File: src/rtl/core_pkg.sv
// Shared definitions for the RV64 core pipeline control.
// Register-index width, x0 index and hazard FSM states.
package core_pkg;

  localparam int REG_AW = 5;
  localparam int unsigned X0_IDX = 0;

  typedef enum logic {
    HZ_IDLE,
    HZ_LSTALL
  } hz_state_e;

endpackage

File: src/rtl/sat_counter.sv
// Saturating up-counter with asynchronous active-low reset.
// Holds at all-ones instead of wrapping.
module sat_counter #(
  parameter int W = 32
) (
  input  logic         clk,
  input  logic         rst_n,
  input  logic         inc_i,
  output logic [W-1:0] cnt_o
);

  logic [W-1:0] cnt_q;
  logic [W-1:0] cnt_d;

  always_comb begin
    cnt_d = cnt_q;
    if (inc_i && (cnt_q != '1)) begin
      cnt_d = cnt_q + W'(1);
    end
  end

  always_ff @(posedge clk or negedge rst_n) begin
    if (!rst_n) begin
      cnt_q <= '0;
    end else begin
      cnt_q <= cnt_d;
    end
  end

  assign cnt_o = cnt_q;

endmodule

File: src/rtl/hazard_ctrl_mc.sv
// Hazard controller: multi-cycle load-use stalls, EX-busy freeze,
// taken-branch flush and a saturating stall-cycle counter.
module hazard_ctrl_mc #(
  parameter int REG_AW   = core_pkg::REG_AW,
  parameter int LOAD_LAT = 1,
  parameter int PERF_W   = 32
) (
  input  logic              clk,
  input  logic              rst_n,
  input  logic              de_memRead,
  input  logic [REG_AW-1:0] de_rd,
  input  logic [REG_AW-1:0] fd_rs1,
  input  logic [REG_AW-1:0] fd_rs2,
  input  logic              fd_useRs1,
  input  logic              fd_useRs2,
  input  logic              ex_busy,
  input  logic              ex_takeBranch,
  output logic              stall,
  output logic              pcWrite,
  output logic              fdWrite,
  output logic              deWrite,
  output logic              deBubble,
  output logic              fdFlush,
  output logic              deFlush,
  output logic [PERF_W-1:0] perfStallCycles
);

  import core_pkg::*;

  localparam int LCW = $clog2(LOAD_LAT + 1);

  hz_state_e      state_q, state_d;
  logic [LCW-1:0] lcnt_q, lcnt_d;

  logic hit;
  logic busy_c;
  logic brn_c;
  logic ld_c;

  assign hit = de_memRead
             && (de_rd != REG_AW'(X0_IDX))
             && ((fd_useRs1 && (de_rd == fd_rs1))
              || (fd_useRs2 && (de_rd == fd_rs2)));

  assign busy_c = ex_busy;
  assign brn_c  = !ex_busy && ex_takeBranch;
  assign ld_c   = !ex_busy && !ex_takeBranch
               && (hit || (state_q == HZ_LSTALL));

  always_comb begin
    state_d  = state_q;
    lcnt_d   = lcnt_q;
    stall    = 1'b0;
    pcWrite  = 1'b1;
    fdWrite  = 1'b1;
    deWrite  = 1'b1;
    deBubble = 1'b0;
    fdFlush  = 1'b0;
    deFlush  = 1'b0;
    if (!rst_n) begin
      pcWrite = 1'b0;
      fdWrite = 1'b0;
      deWrite = 1'b0;
    end else begin
      unique case (1'b1)
        busy_c: begin
          stall   = 1'b1;
          pcWrite = 1'b0;
          fdWrite = 1'b0;
          deWrite = 1'b0;
        end
        brn_c: begin
          // Redirect squashes whatever was stalled in FD.
          fdFlush = 1'b1;
          deFlush = 1'b1;
          state_d = HZ_IDLE;
          lcnt_d  = '0;
        end
        ld_c: begin
          stall    = 1'b1;
          pcWrite  = 1'b0;
          fdWrite  = 1'b0;
          deBubble = 1'b1;
          if (state_q == HZ_LSTALL) begin
            lcnt_d = lcnt_q - LCW'(1);
            if (lcnt_q == LCW'(1)) begin
              state_d = HZ_IDLE;
            end
          end else if (LOAD_LAT > 1) begin
            state_d = HZ_LSTALL;
            lcnt_d  = LCW'(LOAD_LAT - 1);
          end
        end
        default: begin
        end
      endcase
    end
  end

  always_ff @(posedge clk or negedge rst_n) begin
    if (!rst_n) begin
      state_q <= HZ_IDLE;
      lcnt_q  <= '0;
    end else begin
      state_q <= state_d;
      lcnt_q  <= lcnt_d;
    end
  end

  sat_counter #(
    .W(PERF_W)
  ) u_perf (
    .clk  (clk),
    .rst_n(rst_n),
    .inc_i(stall),
    .cnt_o(perfStallCycles)
  );

endmodule

File: config.mk
export PLATFORM = sky130hd
export DESIGN_NAME = hazard_ctrl_mc
export DESIGN_NICKNAME = d
export VERILOG_FILES = /design/src/rtl/core_pkg.sv /design/src/rtl/sat_counter.sv /design/src/rtl/hazard_ctrl_mc.sv
export SDC_FILE = /design/constraint.sdc
export NUM_CORES = 1
export LEC_CHECK = 0
export ABC_CLOCK_PERIOD_IN_PS = 5400
export CELL_PAD_IN_SITES_DETAIL_PLACEMENT = 1
export CELL_PAD_IN_SITES_GLOBAL_PLACEMENT = 1
export CORE_MARGIN = 8
export CORE_UTILIZATION = 37
export CTS_BUF_LIST = sky130_fd_sc_hd__clkbuf_16
export DETAILED_ROUTE_END_ITERATION = 10
export PLACE_DENSITY = 0.87
export SYNTH_ARGS = -nofsm -noshare
export SYNTH_HDL_FRONTEND = slang
export SYNTH_SLANG_ARGS = --single-unit
File: constraint.sdc
create_clock -name clk -period 5.4 [get_ports clk]
set_input_delay 1.08 -clock clk [delete_from_list [all_inputs] [get_ports clk]]
set_output_delay 1.08 -clock clk [all_outputs]
set_load 0.1 [all_outputs]
---- Word level (Yosys, flattened, before mapping) ----
Cells that the tools add are included.
storage, ports and cells
  flip-flop bits (word level) ............. 34
  memories ................................ 0
  logic and storage cells ................. 41
  ROM bits ................................ 0
  bits in writable memories ............... 0
  bits in latches ......................... 0
  output and inout bits ................... 39
  input port bits ......................... 22
operators by class
  bitwise operators ....................... 0
  reductions and logical operators ........ 17
  equal/unequal tests ..................... 4
  magnitude comparators ................... 0
  divide/modulo/power cells ............... 0
  $mul .................................... 0
  muxes and demuxes ....................... 15
  shift-type cells ........................ 0
  $add $sub $neg .......................... 2
operators with widths
  kind                                                              number
  32-bit by 1-bit adder with 32-bit output (second input constant)  1
  32-bit != test (second input constant)                            1
  1-bit two-way mux                                                 13
  5-bit equality test                                               2
  1-bit logical AND                                                 8
  5-bit nonzero test                                                1
  1-bit one-hot mux with 2 select lines                             2
  3-bit AND reduction                                               1
  1-bit logical NOT                                                 2
  1-bit logical OR                                                  2
  2-bit != test (second input constant)                             1
  2-bit AND reduction                                               1
  2-bit nonzero test                                                1
  2-bit OR reduction                                                1
  1-bit subtractor (second input constant)                          1

---- Longest topological paths before layout ----
  word-level depth ........................ 10
  mapped depth ............................ 8
  gate-level depth less buffers ........... 7

---- Hierarchy ----
From an unflattened synthesis, not the netlist that was laid out.
unflattened totals
  cell total of the unflattened synthesis .. 188
  area, all modules ....................... 1923.1 um2
modules (own cells, without submodules)
  module          area each (um2)  cells an instance  sequential area each (um2)  instances
  sat_counter     1624.1           151                800.8                       1
  hazard_ctrl_mc  299.0            37                 50.0                        1

---- Least setup slack after synthesis ----
Ideal clock, no wire load.
  path type ............................... input -> output
  start ................................... input port de_rd[1]
  end ..................................... output port pcWrite
  cell stages on the path ................. 6
  path buffers ............................ 1
  required time ........................... 4.320 ns
  arrival ................................. 4.004 ns
  slack ................................... 0.316 ns
  path through ............................ or4_1 > o21a_1 > a21oi_1 > nor2_1 > a21oi_1 > buf_4
between the ends
  cells in the longest elaborated chain, start to end .. 9
  elaborated cells between the ends (all ways) .. 13
  those cells by class .................... eq/ne (2); mux (2); reduce/logical (9)
RTL lines
  element                                 RTL line                                    source
  from (decl)                             hazard_ctrl_mc.sv:11                        input logic [REG_AW-1:0] de_rd,
  5-bit equality test (on tied branches)  hazard_ctrl_mc.sv:42, hazard_ctrl_mc.sv:43
  1-bit logical AND (on tied branches)    hazard_ctrl_mc.sv:42, hazard_ctrl_mc.sv:43
  1-bit logical OR                        hazard_ctrl_mc.sv:43                        || (fd_useRs2 && (de_rd == fd_rs2)));
  1-bit logical AND (*)                   hazard_ctrl_mc.sv:42                        && ((fd_useRs1 && (de_rd == fd_rs1))
  1-bit logical OR (*)                    hazard_ctrl_mc.sv:48                        && (hit || (state_q == HZ_LSTALL));
  1-bit logical AND (*)                   hazard_ctrl_mc.sv:48
  2-bit OR reduction (no line) (*)        -
  1-bit two-way mux (*) (2 in a row)      -
  to (decl)                               hazard_ctrl_mc.sv:19                        output logic pcWrite,
Every way passes the cells marked *; elsewhere a longest branch is shown, timed or not.

---- Final worst setup path ----
  start ................................... input port de_rd[1]
  end ..................................... output port stall
between the ends
  cells in the longest elaborated chain, start to end .. 9
  elaborated cells between the ends (all ways) .. 13
  those cells by class .................... eq/ne (2); mux (2); reduce/logical (9)
RTL lines
  element                                 RTL line                                    source
  5-bit equality test (on tied branches)  hazard_ctrl_mc.sv:42, hazard_ctrl_mc.sv:43
  1-bit logical AND (on tied branches)    hazard_ctrl_mc.sv:42, hazard_ctrl_mc.sv:43
  1-bit logical OR                        hazard_ctrl_mc.sv:43
  1-bit logical AND (*)                   hazard_ctrl_mc.sv:42
  1-bit logical OR (*)                    hazard_ctrl_mc.sv:48
  1-bit logical AND (*)                   hazard_ctrl_mc.sv:48
  2-bit OR reduction (no line) (*)        -
  1-bit two-way mux (*)                   hazard_ctrl_mc.sv:65                        unique case (1'b1)
  1-bit two-way mux (*)                   hazard_ctrl_mc.sv:60                        if (!rst_n) begin
  to (decl)                               hazard_ctrl_mc.sv:18                        output logic stall,
Marks and branches as above.

==> flow_summary.html <==
<table>
<tr><th>Metric</th><th>Value</th></tr>
<tr><th colspan="2">Outcome</th></tr>
<tr><td>Outcome</td><td>complete, no violations</td></tr>
<tr><th colspan="2">Timing</th></tr>
<tr><td>RSZ-0062 raised after global routing</td><td>false</td></tr>
<tr><td>Post-route clock skew</td><td>0.00441 ns</td></tr>
<tr><td>Accumulated negative setup slack</td><td>0 ns</td></tr>
<tr><td>Final setup violation count</td><td>0</td></tr>
<tr><td>Max-slew headroom</td><td>33.2%</td></tr>
<tr><td>Final clock period utilization by the worst path</td><td>76.7%</td></tr>
<tr><td>Max Slew Vio Count</td><td>0</td></tr>
<tr><td>Final period demand of the worst path</td><td>4.14 ns</td></tr>
<tr><td>Highest attainable clock frequency</td><td>242 MHz</td></tr>
<tr><td>Transition time at the pin with the least slew margin</td><td>0.999 ns</td></tr>
<tr><td>Final count of hold timing violations</td><td>0</td></tr>
<tr><th colspan="2">Worst setup path</th></tr>
<tr><td>Arrival time of data at the critical path endpoint</td><td>3.06 ns</td></tr>
<tr><td>Kind of end point of the critical path</td><td>output port</td></tr>
<tr><td>Top fanout value on the critical path</td><td>4</td></tr>
<tr><td>Number of cells on the worst reg-to-reg path</td><td>6</td></tr>
<tr><td>CP Buf/Inv Count</td><td>3</td></tr>
<tr><td>Endpoint of the most critical setup path</td><td>stall</td></tr>
<tr><td>Worst reg2reg setup slack</td><td>3.00 ns</td></tr>
<tr><td>FF-to-FF End</td><td>u_perf.cnt_o[1]$_DFFE_PN0P_</td></tr>
<tr><td>Critical path origin</td><td>de_rd[1]</td></tr>
<tr><td>Worst Setup Path Type</td><td>in2out</td></tr>
<tr><td>Cell class contributing the biggest share of worst-path delay</td><td>buffers and inverters</td></tr>
<tr><td>Slowest-stage cell, CP</td><td>or4_1</td></tr>
<tr><td>Required time at the endpoint of the critical path</td><td>4.32 ns</td></tr>
<tr><td>Crit path cell chain</td><td>clkdlybuf4s50_1 -&gt; or4_1 -&gt; o21a_1 -&gt; a31oi_1 -&gt; inv_1 -&gt; buf_12</td></tr>
<tr><td>Kind of start point of the critical path</td><td>input port</td></tr>
<tr><td>Reg-to-Reg Start</td><td>u_perf.cnt_o[0]$_DFFE_PN0P_</td></tr>
<tr><td>Stages on the worst setup path</td><td>6</td></tr>
<tr><td>Slowest Stage Delay on Critical Path</td><td>0.54 ns</td></tr>
<tr><th colspan="2">Cells and area</th></tr>
<tr><td>Share of final-layout standard cells stronger than drive strength 1</td><td>10.3%</td></tr>
<tr><td>Synth-to-Final Area Change</td><td>44.2%</td></tr>
<tr><td>Ant diodes</td><td>0</td></tr>
<tr><td>Final Instance Count excl. Fillers</td><td>323</td></tr>
<tr><td>Most common library cell in the layout ignoring fill and taps</td><td>clkdlybuf4s50_1</td></tr>
<tr><td>Post-Route Utilization</td><td>54.3%</td></tr>
<tr><td>Commonest non-fill, non-tap cells in the layout</td><td>53 x clkdlybuf4s50_1, 34 x dfrtp_1, 28 x xor2_1, 21 x nor2_1, 17 x nand3_1</td></tr>
<tr><td>Number of nets in the layout</td><td>275</td></tr>
<tr><th colspan="2">Yosys</th></tr>
<tr><td>Share of synthesized area occupied by flip-flops and latches</td><td>45.1%</td></tr>
<tr><td>Main area contributors after synthesis</td><td>dfrtp_1 45%, xor2_1 13%, xnor2_1 6.0%, nand3_1 4.5%, nor2_1 4.2%</td></tr>
<tr><td>Number of enable flip-flop cells after synthesis</td><td>0</td></tr>
<tr><td>Fraction of synthesized cell area taken by the top area cell type</td><td>45.1%</td></tr>
<tr><td>Async SR Flop Fraction</td><td>100%</td></tr>
<tr><td>Average cell area after synthesis</td><td>9.98 sq um</td></tr>
<tr><td>Prevailing post-synth register cell</td><td>dfrtp_1</td></tr>
<tr><td>Yosys synthesis warning count</td><td>0</td></tr>
<tr><td>Synth cell types</td><td>35</td></tr>
<tr><td>Post-synthesis register bit count</td><td>34</td></tr>
<tr><td>Synthesized net count</td><td>212</td></tr>
<tr><td>Cell area after synthesis</td><td>1890 sq um</td></tr>
<tr><td>Number of instances in the synthesized netlist</td><td>189</td></tr>
<tr><td>Cell taking the most area after synthesis</td><td>dfrtp_1</td></tr>
<tr><th colspan="2">Power</th></tr>
<tr><td>Power density over cell area</td><td>337 nW/um^2</td></tr>
<tr><td>P_leak</td><td>0.00125 uW</td></tr>
<tr><td>Worst supply voltage drop on vdd</td><td>0.000356 V</td></tr>
<tr><th colspan="2">Clock network</th></tr>
<tr><td>Clock latency at the later pin of the worst-skew pair</td><td>0.28 ns</td></tr>
<tr><td>Count of buffers added by post-CTS timing repair for setup</td><td>0</td></tr>
<tr><td>Total number of H-tree levels</td><td>2</td></tr>
<tr><td>Hold Buf Count CTS</td><td>0</td></tr>
<tr><td>Total number of clock tree sinks</td><td>34</td></tr>
<tr><td>CTS root buf</td><td>clkbuf_16</td></tr>
<tr><td>Number of buffers between clock root and the deepest sink</td><td>2</td></tr>
<tr><td>Clock input transition at the sequential cells of the worst setup and hold paths</td><td>0.06 ns</td></tr>
<tr><td>Clock buffers created by TritonCTS</td><td>5</td></tr>
<tr><td>Number of gates resized after CTS</td><td>0</td></tr>
<tr><td>TritonCTS clock tree</td><td>built</td></tr>
<tr><th colspan="2">Placed design</th></tr>
<tr><td>Post-detailed-placement half-perimeter wirelength</td><td>4210 um</td></tr>
<tr><td>Count of placed standard cells including taps</td><td>315</td></tr>
<tr><td>IO Port Bufs</td><td>60</td></tr>
<tr><td>Final Wtd Congestion</td><td>0.775</td></tr>
<tr><th colspan="2">Detailed routing</th></tr>
<tr><td>Detailed Route Iter0 Violations</td><td>25</td></tr>
<tr><td>Routed length on met1</td><td>2180 um</td></tr>
<tr><td>Wire length on met2</td><td>2970 um</td></tr>
<tr><td>Detailed-route vias per instance</td><td>5.05</td></tr>
<tr><td>Count of unresolved DRC violations after routing</td><td>0</td></tr>
<tr><td>Wire length reported by the detailed router</td><td>5580 um</td></tr>
<tr><td>Total vias in the final route</td><td>1,631</td></tr>
<tr><td>Highest metal layer with signal wires</td><td>met4</td></tr>
<tr><td>Number of detailed-routing iterations run before antenna repair</td><td>4</td></tr>
<tr><td>Antenna violation net count after detailed routing</td><td>0</td></tr>
<tr><td>Routed wire per std cell</td><td>17.3 um</td></tr>
<tr><td>Metal3 WL</td><td>295 um</td></tr>
<tr><th colspan="2">Min path</th></tr>
<tr><td>Kind of path behind the tightest hold check</td><td>reg2reg</td></tr>
<tr><th colspan="2">Die</th></tr>
<tr><td>Count of boundary I/O pins</td><td>61</td></tr>
<tr><td>Site Rows</td><td>26</td></tr>
<tr><td>Die outline width</td><td>87.4 um</td></tr>
<tr><td>Overall die height</td><td>87.4 um</td></tr>
<tr><td>Effective utilization at floorplan</td><td>37.6%</td></tr>
<tr><td>Placeable Area</td><td>5010 sq um</td></tr>
<tr><td>Full die area</td><td>7640 sq um</td></tr>
<tr><th colspan="2">GRT</th></tr>
<tr><td>Remaining Overflow, GRT</td><td>0</td></tr>
<tr><td>Overall global routing resource usage</td><td>15.7%</td></tr>
<tr><td>Maximum number of pins on one net before global-route repair</td><td>29</td></tr>
<tr><td>Wire length of the first global-routing pass</td><td>9280 um</td></tr>
<tr><td>Number of antenna violations at the first check in global routing</td><td>0</td></tr>
<tr><td>Vias in the first global route</td><td>1,859</td></tr>
<tr><th colspan="2">Run</th></tr>
<tr><td>Max Cap Violations</td><td>0</td></tr>
</table>
final cells by class:
cell class                 instances  area (sq um)
sequential                        34           851
tap                               70          87.6
timing repair buffer              61           603
multi-input combinational        145           965
fill                             574          2290
clock buffer                       5           125
inverter                           5          18.8
clock inverter                     3          68.8
where the power goes:
group | switching, uW | leakage [uW] | internal [uW]
combinational | 181 | 0.000695 | 69.5
clock | 107 | 0.0000940 | 265
sequential | 23.2 | 0.000460 | 271
total | 312 | 0.00125 | 606
through the flow:
stage          cell area, sq um  hold slack [ns]  total power [uW]  setup WS [ns]
2_1_floorplan              1890            0.494               473          0.316
5_1_grt                    2720            0.512               951           1.19
3_3_place_gp               2520            0.474               544           1.32
4_1_cts                    2720            0.489               926           1.24
3_5_place_dp               2520            0.479               551           1.27
6_report                   2720            0.491               917           1.26
registers in the layout, indices dropped and copies added, names as in the netlist:
signal and count:
u_perf.cnt_o 32, state_q 1, lcnt_q 1
worst min path at each step:
stage                     cells past startpoint                         start                      endpoint
final                                         1  u_perf.cnt_o[15]$_DFFE_PN0P_  u_perf.cnt_o[15]$_DFFE_PN0P_
after global routing                          1  u_perf.cnt_o[15]$_DFFE_PN0P_  u_perf.cnt_o[15]$_DFFE_PN0P_
after CTS                                     1  u_perf.cnt_o[15]$_DFFE_PN0P_  u_perf.cnt_o[15]$_DFFE_PN0P_
after detailed placement                      1  u_perf.cnt_o[15]$_DFFE_PN0P_  u_perf.cnt_o[15]$_DFFE_PN0P_
after global placement                        1  u_perf.cnt_o[20]$_DFFE_PN0P_  u_perf.cnt_o[20]$_DFFE_PN0P_
after floorplan                               2            lcnt_q$_DFFE_PN0P_            lcnt_q$_DFFE_PN0P_
metal layers:
| metal | up-vias | GRT usage [%] |
|---|---|---|
| li1 | 774 | - |
| met1 | 800 | 16.3 |
| met2 | 43 | 28.7 |
| met3 | 14 | 4.34 |
| met4 | 0 | 6.88 |
| met5 | - | 0 |
cell families (layout without fill, tap and decap cells):
family / after synthesis / after routing / share of synthesized area, %
compound gates: 10 / 10 / 3.52
flops: 34 / 34 / 45.1
simple gates: 91 / 91 / 26.6
buf+inv: 10 / 74 / 3.72
xor+xnor: 41 / 41 / 19.0
fa+ha+maj: 1 / 1 / 0.663
mux: 2 / 2 / 1.33
synth_stat cells, types with 2 or more instances:
cell type,instances
nand3_1,17
dfrtp_1,34
inv_1,5
nor2_1,21
buf_4,2
nor3_1,7
nand4_1,6
nor2b_1,2
xor2_1,28
o21a_1,2
a21oi_1,2
o21ai_0,2
nand2b_1,2
xnor2_1,13
nand2_1,14
and4_1,3
and3_1,4
nor4_1,5
nor3_2,4
Note: power is estimated with default switching activity, not from simulation.
==> variant 1 (same flow settings) <==
Make the reset (`rst_n`) synchronous in 2 clocked blocks. Comments in the files are not updated.
--- a/src/rtl/sat_counter.sv
+++ b/src/rtl/sat_counter.sv
@@ -19,7 +19,7 @@
     end
   end
 
-  always_ff @(posedge clk or negedge rst_n) begin
+  always_ff @(posedge clk) begin
     if (!rst_n) begin
       cnt_q <= '0;
     end else begin
--- a/src/rtl/hazard_ctrl_mc.sv
+++ b/src/rtl/hazard_ctrl_mc.sv
@@ -97,7 +97,7 @@
     end
   end
 
-  always_ff @(posedge clk or negedge rst_n) begin
+  always_ff @(posedge clk) begin
     if (!rst_n) begin
       state_q <= HZ_IDLE;
       lcnt_q  <= '0;
Behaviour: differs if rst_n is asserted again (counterexample within 4 cycles, from zero or initial values and one cycle with rst_n low); with rst_n held inactive, the same outputs for 10 cycles.
==> variant 1 against the unedited design <==
Maximum frequency grew 2.3%; setup slack gained 0.095 ns; wire length grew 10%; sequential share of layout area shrank 6.7 points; cell area grew 1.7%; sequential cell count is the same; cell count grew 15%; synthesized area grew 7.8%; critical path depth grew 1; clock skew grew 0.00061 ns.
Power is not compared: it rests on default switching activity, and its combinational part moved more than twofold at a synthesized area within 25%.
==> variant 1: results <==
{
  "status": "finished, final reports clean",
  "drive_gt1_share_pct": 8.03,
  "cts_clock_pin_slew_for_the_worst_setup_and_hold_paths_ns": 0.05,
  "cts_setup_buffers": 0,
  "cell_type_of_the_slowest_stage_on_the_worst_timing_path": "sky130_fd_sc_hd__clkdlybuf4s50_1",
  "root_buffer": "sky130_fd_sc_hd__clkbuf_16",
  "synth_compound_gate_area_share_pct": 14.0,
  "timing.critical_path.fanout_max": 7,
  "htree_num_levels": 2,
  "first_global_vias": 2052,
  "synth_xor_xnor_area_share_pct": 8.62,
  "insertion_delay_ns": 0.28,
  "cts_buffer_depth": 2,
  "startpoint_of_the_most_critical_hold_path": "lcnt_q",
  "antenna_violations_before_repair": 0,
  "crit_path_start": "de_rd[4]",
  "synth_adder_area_share_pct": 0.616,
  "net_count_reported_at_finish": 321,
  "slowest_delay_ns": 0.55,
  "number_of_enable_flip_flop_cells_after_synthesis": 0,
  "detailroute.via_count": 2019,
  "synth.area.top_cells": "sky130_fd_sc_hd__dfxtp_1, sky130_fd_sc_hd__xnor2_1, sky130_fd_sc_hd__nand2_1, sky130_fd_sc_hd__nor2_1, sky130_fd_sc_hd__mux2i_1",
  "clock_buffers_created_by_tritoncts": 5,
  "syn_nets": 267,
  "synth.yosys.seq_area_share_pct": 33.5,
  "grt_max_degree": 29,
  "diodes": 0,
  "drt_pre_antenna_iters": 4,
  "finalClockSkew_ns": 0.00502,
  "hold_wc_path_type": "reg2reg",
  "synth.cells.most_frequent": "sky130_fd_sc_hd__dfxtp_1, sky130_fd_sc_hd__nand2_1, sky130_fd_sc_hd__nor2_1",
  "power.static_leakage_uw": 0.000876,
  "synth_warnings": 0,
  "dp_hpwl_mm": 4.62,
  "largest_register_ffs": 32,
  "synthDistinctLibCells": 49,
  "worst_ir_drop_vdd_v": 0.000165,
  "worst_slew_margin_relative_to_its_limit_pct": 33.4,
  "gr-usage-all-layers_pct": 14.9,
  "wl_per_cell_um": 16.6,
  "ys_async_sr_fraction_pct": 0,
  "grt_first_pass_wirelength_mm": 10.2,
  "arrival_ns": 2.96,
  "max_cap_violations": 0,
  "port_buffers": 60,
  "post_cts.resized_instances": 0,
  "synth_mux_area_share_pct": 3.94,
  "postSynth.topFlopCell": "sky130_fd_sc_hd__dfxtp_1",
  "drt_first_iter_violations": 86,
  "gp_congestion": 0.728,
  "r2r_start": "u_perf.cnt_o[0]",
  "final_layout_fill_cell_count": 655
}
==> variant 1: power breakdown <==
| group | leakage, uW | internal, uW | switching [uW] |
|---|---|---|---|
| clock | 0.0000724 | 167 | 106 |
| sequential | 0.000274 | 252 | 3.05 |
| combinational | 0.000530 | 31.4 | 57.7 |
==> variant 1: cell type report <==
class,count,area share (%)
Tap cell,72,3.26
Timing Repair Buffer,61,21.3
Inverter,7,0.950
Sequential cell,34,24.6
Clock buffer,5,4.52
Clock inverter,3,0.452
Multi-Input combinational cell,189,44.9
==> variant 1: critical path: cells and delay by family <==
kind	cells	cell delay (ns)
AOI/OAI and AO/OA	2	0.62
xor gates and xnor gates	1	0.14
buffers and inverters	2	0.85
and+or+nand+nor	2	0.26
==> variant 1: per-layer routing <==
| layer | global-route usage (%) | routed length, um |
|---|---|---|
| met1 | 18.5 | 2830 |
| met3 | 3.33 | 182 |
| met4 | 3.88 | 31 |
| met2 | 25.3 | 3100 |
| met5 | 0 | 0 |
==> variant 1: cell families (layout without fill, tap and decap cells) <==
family | after synthesis | after routing
fa+ha+maj | 1 | 1
mux | 8 | 8
buf+inv | 21 | 76
xor+xnor | 20 | 20
flops | 34 | 34
simple gates | 121 | 121
compound gates | 39 | 39
==> variant 1: stage by stage <==
step	total power, uW	hold WS, ns	instances	setup WS [ns]	area (um^2)
finish	618	0.502	371	1.36	2770
CTS	623	0.506	371	1.35	2770
floorplan	322	0.458	244	0.177	2040
global route	635	0.538	371	1.25	2770
global placement	348	0.472	363	1.42	2630
detailed placement	350	0.496	363	1.37	2630
==> variant 1: final timing paths <==
check | slack, ns | cells past startpoint | endpoint
worst max register to register | 2.48 | 7 | u_perf.cnt_o[16]
worst min register to register | 0.50 | 2 | lcnt_q
worst max-delay path | 1.36 | 7 | stall
worst min-delay path | 0.50 | 2 | lcnt_q
==> variant 2 (same settings) <==
Made on the original files. The parameter `LOAD_LAT` goes from 1 to 2.
--- a/src/rtl/hazard_ctrl_mc.sv
+++ b/src/rtl/hazard_ctrl_mc.sv
@@ -2,7 +2,7 @@
 // taken-branch flush and a saturating stall-cycle counter.
 module hazard_ctrl_mc #(
   parameter int REG_AW   = core_pkg::REG_AW,
-  parameter int LOAD_LAT = 1,
+  parameter int LOAD_LAT = 2,
   parameter int PERF_W   = 32
 ) (
   input  logic              clk,
Function: changed (a bounded check fails within 4 cycles, from zero or initial values and one cycle with rst_n low).
==> variant 2 against the unedited design <==
Register-to-register slack worse by 0.05 ns; critical path depth up 1; cell area down 3.4%; cell count down 3.1%; synthesized area down 2.4%; global-route usage down 1.4 points; setup slack worse by 0.024 ns; total power down 7.9%; hold slack worse by 0.0053 ns; wire length down 7.9%; clock power down 28%; sequential cell count up 1; critical path type unchanged.
==> variant 2: results <==
{
  "synth_compound_gate_area_share_pct": 4.76,
  "worst_slew_margin_relative_to_its_limit_pct": 32.6,
  "detailroute.via_count": 1576,
  "timing.critical_path.fanout_max": 3,
  "grt_first_pass_wirelength_mm": 8.49,
  "post_cts.resized_instances": 0,
  "synth.area.top_cells": "sky130_fd_sc_hd__dfrtp_1, sky130_fd_sc_hd__xnor2_1, sky130_fd_sc_hd__xor2_1, sky130_fd_sc_hd__nor3_1, sky130_fd_sc_hd__nand2_1",
  "synth.yosys.seq_area_share_pct": 47.6,
  "via_density_per_instance": 5.04,
  "wl_per_cell_um": 16.4,
  "power.share.combinational_pct": 31.9,
  "gp_congestion": 0.859,
  "status": "finished, final reports clean",
  "clock_buffers_created_by_tritoncts": 5,
  "dpl.cell_count": 306,
  "drt_first_iter_violations": 45,
  "synth_mux_area_share_pct": 0.612,
  "synthDistinctLibCells": 33,
  "antenna_violations_before_repair": 0,
  "worst_ir_drop_vdd_v": 0.000367,
  "gr-usage-all-layers_pct": 14.4,
  "finalClockSkew_ns": 0.00634,
  "final_layout_fill_cell_count": 555,
  "synth_adder_area_share_pct": 1.36,
  "synth_xor_xnor_area_share_pct": 19.5,
  "arrival_ns": 3.08,
  "net_count_reported_at_finish": 270,
  "synth.cells.most_frequent": "sky130_fd_sc_hd__dfrtp_1, sky130_fd_sc_hd__xnor2_1, sky130_fd_sc_hd__nand2_1, sky130_fd_sc_hd__xor2_1, sky130_fd_sc_hd__nor3_1",
  "cts_clock_pin_slew_for_the_worst_setup_and_hold_paths_ns": 0.05,
  "largest_register_ffs": 32,
  "drt_pre_antenna_iters": 4,
  "syn_nets": 207,
  "total_power_uw": 845,
  "insertion_delay_ns": 0.28,
  "netSwitchingFraction_pct": 38.4,
  "cts_setup_buffers": 0,
  "postSynthCellCount": 183,
  "grt_max_degree": 35,
  "drive_gt1_share_pct": 7.32,
  "first_global_vias": 1743,
  "dp_hpwl_mm": 3.88,
  "power.static_leakage_uw": 0.00120,
  "postSynth.topFlopCell": "sky130_fd_sc_hd__dfrtp_1"
}
[variant 2: changes by cell type after synthesis, moves of 6 or more]
cell / unedited run / this run
sky130_fd_sc_hd__xnor2_1: 13 / 21
sky130_fd_sc_hd__nor3_1: 7 / 16
sky130_fd_sc_hd__nand2_1: 14 / 20
sky130_fd_sc_hd__xor2_1: 28 / 20
sky130_fd_sc_hd__nor2_1: 21 / 8
sky130_fd_sc_hd__nand3_1: 17 / 8
[variant 2: through the flow]
stage	instance area, um^2	setup WS, ns
after global routing	2630	1.14
final	2630	1.24
after floorplan	1840	0.497
after global placement	2490	1.27
after detailed placement	2490	1.23
after CTS	2630	1.23
[variant 2: layout make-up]
type / instances / area (um^2) / share of cell area [%]
Multi-Input combinational cell: 137 / 903 / 34.4
Sequential cell: 35 / 876 / 33.3
Clock inverter: 2 / 8.76 / 0.333
Clock buffer: 5 / 125 / 4.76
Inverter: 5 / 18.8 / 0.715
Tap cell: 67 / 83.8 / 3.19
Timing Repair Buffer: 62 / 611 / 23.2
[variant 2: cells by family (layout without fill, tap and decap cells)]
group | count (synthesis) | after routing
buffers and inverters | 11 | 74
AO/OA/AOI/OAI | 12 | 12
adder cells (fa/ha/maj) | 2 | 2
multiplexers | 1 | 1
flip-flops | 35 | 35
AND/OR/NAND/NOR | 81 | 81
XOR/XNOR | 41 | 41
[variant 2: power by group through the flow]
stage                     clock network (uW)  registers [uW]  logic [uW]
after floorplan                            0             438        66.1
after global placement                     0             311         267
after detailed placement                   0             315         271
after CTS                                274             310         273
after global routing                     283             314         282
final                                    266             310         270
[variant 2: routing by layer]
metal | vias to the layer above | part of all wire, % | GRT usage [%]
li1 | 758 | - | -
met3 | 5 | 8.0 | 5.48
met1 | 759 | 47 | 17.4
met2 | 54 | 44 | 23.0
met4 | 0 | 1.1 | 4.23
met5 | - | 0 | 0
[variant 2: worst max-delay path, stage by stage]
cell	delay, ns
sky130_fd_sc_hd__clkdlybuf4s50_1	0.47
sky130_fd_sc_hd__or4_1	0.56
sky130_fd_sc_hd__o21a_1	0.22
sky130_fd_sc_hd__a21oi_1	0.24
sky130_fd_sc_hd__nor2_1	0.07
sky130_fd_sc_hd__nor2_1	0.13
sky130_fd_sc_hd__buf_4	0.31
[variant 2: path summary, 6_finish.rpt]
path | to | slack [ns] | cells after the start | start
hold / removal | u_perf.cnt_o[22] | 0.49 | 1 | u_perf.cnt_o[22]
hold reg to reg | u_perf.cnt_o[22] | 0.49 | 1 | u_perf.cnt_o[22]
setup / recovery | pcWrite | 1.24 | 7 | de_rd[1]
min in group asynchronous | state_q | 0.99 | 1 | rst_n
setup reg to reg | u_perf.cnt_o[16] | 2.95 | 8 | u_perf.cnt_o[0]
max in group asynchronous | u_perf.cnt_o[0] | 3.75 | 2 | rst_n
